--- src/rtl/fetch_unit.sv ---
// Instruction-fetch stage: owns the PC, drives instruction_memory and registers IF/ID.
// Optional fetched-instruction counter is built when FETCH_PERF_CNT_EN is defined.
module fetch_unit #(
    parameter int                 ADDR_W    = 16,
    parameter int                 INSTR_W   = 32,
    parameter logic [ADDR_W-1:0]  RESET_PC  = '0,
    parameter logic [INSTR_W-1:0] HALT_WORD = '1
) (
    input  logic               clk,
    input  logic               rst,
    input  logic               stall,
    input  logic               redirect_valid,
    input  logic [ADDR_W-1:0]  redirect_target,
    output logic [ADDR_W-1:0]  imem_addr,
    input  logic [INSTR_W-1:0] imem_instr,
    output logic               ifid_valid,
    output logic [INSTR_W-1:0] ifid_instr,
    output logic [ADDR_W-1:0]  ifid_pc,
    output logic               halted
`ifdef FETCH_PERF_CNT_EN
    ,
    output logic [31:0]        fetch_count
`endif
);

    typedef enum logic {
        RUN    = 1'b0,
        HALTED = 1'b1
    } state_t;

    state_t            state;
    logic [ADDR_W-1:0] pc;

    // The memory address comes straight from the PC register, so stall and
    // redirect never reach imem_addr combinationally.
    assign imem_addr = pc;
    assign halted    = (state == HALTED);

    // NOTE: sequential state uses non-blocking assignments so every register
    // samples the pre-edge values of its neighbours, independent of statement order.
    always_ff @(posedge clk) begin
        if (rst) begin
            pc         <= RESET_PC;
            state      <= RUN;
            ifid_valid <= 1'b0;
            ifid_instr <= '0;
            ifid_pc    <= '0;
`ifdef FETCH_PERF_CNT_EN
            fetch_count <= '0;
`endif
        end else if (redirect_valid) begin
            // Flush only the valid bit; the stale payload is harmless once invalid.
            pc         <= redirect_target;
            ifid_valid <= 1'b0;
            state      <= RUN;
        end else if (!stall) begin
            if (state == RUN) begin
                ifid_instr <= imem_instr;
                ifid_pc    <= pc;
                ifid_valid <= 1'b1;
`ifdef FETCH_PERF_CNT_EN
                fetch_count <= fetch_count + 32'd1;
`endif
                if (imem_instr == HALT_WORD) begin
                    state <= HALTED;
                end else begin
                    pc <= pc + ADDR_W'(1);
                end
            end else begin
                ifid_valid <= 1'b0;
            end
        end
    end

endmodule

--- config.mk ---
export PLATFORM = sky130hd
export DESIGN_NAME = fetch_unit
export DESIGN_NICKNAME = d
export VERILOG_FILES = /design/src/rtl/fetch_unit.sv
export SDC_FILE = /design/constraint.sdc
export NUM_CORES = 1
export LEC_CHECK = 0
export ABC_CLOCK_PERIOD_IN_PS = 5700
export BUFFER_PORTS_ARGS = -buffer_cell sky130_fd_sc_hd__buf_4
export CORE_AREA = 2 2 77 79
export DETAILED_ROUTE_END_ITERATION = 7
export DIE_AREA = 0 0 79 81
export GPL_TIMING_DRIVEN = 0
export PLACE_DENSITY = 0.83
export RECOVER_POWER = 50
export SETUP_SLACK_MARGIN = 0.1
export SYNTH_ARGS = -nofsm -noshare
export SYNTH_HDL_FRONTEND = slang
export SYNTH_SLANG_ARGS = --single-unit
--- constraint.sdc ---
create_clock -name clk -period 5.7 [get_ports clk]
set_clock_uncertainty 0.1 [all_clocks]
set_input_delay 0.855 -clock clk [delete_from_list [all_inputs] [get_ports clk]]
set_output_delay 0.855 -clock clk [all_outputs]
set_load 0.01 [all_outputs]
==> impl_metrics.yaml <==
global_routing:
  gr-total-overflow: 0
  antenna_found_initial: 0
  grt_usage_pct: 24.7
  grt_pass1_vias: 2709
  grt_pass1_wl_um: 12400
  grt_max_degree: 12
cts:
  h-tree-depth: 3
  post_cts_buffers: 0
  cts.sink_count: 66
  cts_tree: "built"
  cts_resized: 0
  hold_buffers: 0
  numCtsBuffers: 9
  clock_latency_ns: 0.34
  clockBufferDepth: 2
  clk_pin_slew_ns: 0.07
  root_buffer: "clkbuf_8"
sta:
  setup_tns_ns: 0
  layout_min_cycle_time_ns: 2.44
  drv_slew: 0
  fmax_mhz: 411
  tightest_slew_ns: 0.626
  rsz0062_at_grt: "no"
  timing.final.crit_share_pct: 42.7
  whs_ns: 0.354
  slew_headroom_pct: 58.0
  hold_viol: 0
  setup_viol: 0
  worst_slack_ns: 3.26
placement:
  io_buffers: 116
  place_ws_ns: 2.94
  post-dp-hpwl_um: 5840
  place_congestion: 0.818
pwr:
  p_sw_mw: 0.272
  power_mw: 1.08
  p_leak_nw: 1.50
  vdd_ir_drop_max_uv: 188
  pwr-share-comb_pct: 11.9
  p_int_mw: 0.811
  clock_power_share_pct: 41.5
  powerDensity_nw_per_um2: 289
  p_sw_share_pct: 25.1
  pwr-share-seq_pct: 46.6
detailed_routing:
  viasPerCell: 5.30
  drtIter0Drc: 172
  ant_nets: 0
  drt_drc_violations_left: 0
  firstDrtPassIters: 4
  vias: 2936
  postRouteWirelength_um: 7990
  post_drt_wl_per_cell_um: 14.4
min_path:
  hold_start: "ifid_pc[11]$_SDFFE_PP0P_"
  hp-class: "register to register"
floorplanning:
  die-area_um2: 6400
  start_util_pct: 49.1
  pin_count: 118
  row_count: 28
  die_x_um: 79
  fp.coreArea_um2: 5680
  die_h_um: 81
run:
  maxCapViolCount: 0
finish:
  drive_gt1_share_pct: 15.4
  layout.nets: 527
  diodes: 0
  syn2layout_area_growth_pct: 34.5
synthesis:
  ys.flop_type: "dfxtp_1"
  synth.most_common_cell: "nand2_1"
  synth_seq_cells: 66
  synthArstFlopShare_pct: 0
  seq_area_frac_synth_pct: 47.4
  synth_edf_count: 0
  yosysUniqueCellTypes: 38
  yosys.area.top_type_share_pct: 47.4
  ys_warn_count: 0
  yosys-top-cells-area: "dfxtp_1 (47%), nand2_1 (13%), a21oi_1 (11%)"
  synth_common_cells: "nand2_1 (99), dfxtp_1 (66), a21oi_1 (63)"
  yosys.area.top_type: "dfxtp_1"
  synth_fp_nets: 400
  postSynthAreaPerCell_um2: 8.04
  synth_cells: 347
  netlist_area_um2: 2790
worst_setup_path:
  critPathArrivalTime_ns: 2.61
  path_delay_family: "simple AND/OR/NAND/NOR gates"
  crit_slowest_cell: "nor4_4"
  slowest_delay_ns: 0.65
  r2r-start: "halted$_SDFFE_PP0N_"
  crit_start: "imem_instr[26]"
  crit_path_end_kind: "register"
  crit_chain: "buf_4 -> nand4_1 -> nor4_4 -> a21boi_2 -> buf_6 -> or3b_1 -> a21oi_1"
  crit_fanout: 10
  worstPathRequired_ns: 5.88
  cp_num_buf_inv: 2
  start_kind: "input pin"
  path_class: "input pin to register"
outcome:
  outcome: "complete, no violations"
## tightest hold or removal path, cell delays in order (launching register included)
cell,delay (ns)
dfxtp_1,0.31
nand2_1,0.05
a21oi_1,0.05
## cells in the final DEF, fill, tap and decap left out, types with 8 or more instances in the layout
cell / Yosys / final
nand2_1: 99 / 99
o21a_1: 8 / 8
nand4_1: 12 / 12
dfxtp_1: 66 / 66
buf_4: 0 / 54
clkbuf_1: 21 / 84
clkbuf_8: 0 / 11
inv_1: 16 / 16
xor2_1: 8 / 8
a21oi_1: 63 / 63
## per-stage QoR
stage | utilization (%) | cell area (µm²) | cells
floorplan | - | 2790 | 347
global placement | 66.1 | 3750 | 538
detailed placement | 66.1 | 3750 | 538
CTS | 70.2 | 3980 | 554
global route | 66.1 | 3750 | 554
finish | 66.1 | 3750 | 554
## sequential cells by signal, summed over array words and instances (netlist names)
register and cells:
ifid_instr 32, ifid_pc 16, imem_addr 16, halted 1
ifid_valid 1
## power groups by stage
stage	sequential [mW]	combinational, mW	clock (mW)
2_1_floorplan	0.520	0.0547	0
3_5_place_dp	0.515	0.144	0
5_1_grt	0.507	0.143	0.474
6_report	0.504	0.129	0.450
4_1_cts	0.504	0.144	0.453
3_3_place_gp	0.514	0.141	0
## cells by family (layout without fill, tap and decap cells)
family / after synthesis / after routing / share of synthesized area, %
AOI/OAI and AO/OA: 91 / 91 / 19.3
buffers and inverters: 39 / 171 / 5.52
xor gates and xnor gates: 9 / 9 / 2.83
adders and majority gates: 1 / 1 / 0.449
and+or+nand+nor: 141 / 141 / 24.5
DFF: 66 / 66 / 47.4
## area by class of cell
type / instances / area [µm²]
tap: 75 / 93.8
clock buffer: 12 / 155
buffer: 23 / 93.8
sequential: 66 / 1320
fill: 521 / 1930
clock inverter: 4 / 73.8
multi-input combinational: 242 / 1310
inverter: 16 / 60.1
timing repair buffer: 116 / 638
## worst paths after layout
path	to	slack (ns)	cells past startpoint
max	imem_addr[4]$_SDFFE_PP0P_	3.26	7
min	ifid_pc[11]$_SDFFE_PP0P_	0.35	2
max reg2reg	ifid_pc[11]$_SDFFE_PP0P_	3.66	5
min reg2reg	ifid_pc[11]$_SDFFE_PP0P_	0.35	2
## metal layers
metal | global-route usage (%) | share of wire [%]
met1 | 30.5 | 42
met2 | 42.5 | 48
met3 | 4.89 | 8.1
met4 | 10.2 | 1.3
met5 | 0 | 0
(Power assumes the default switching activity.)
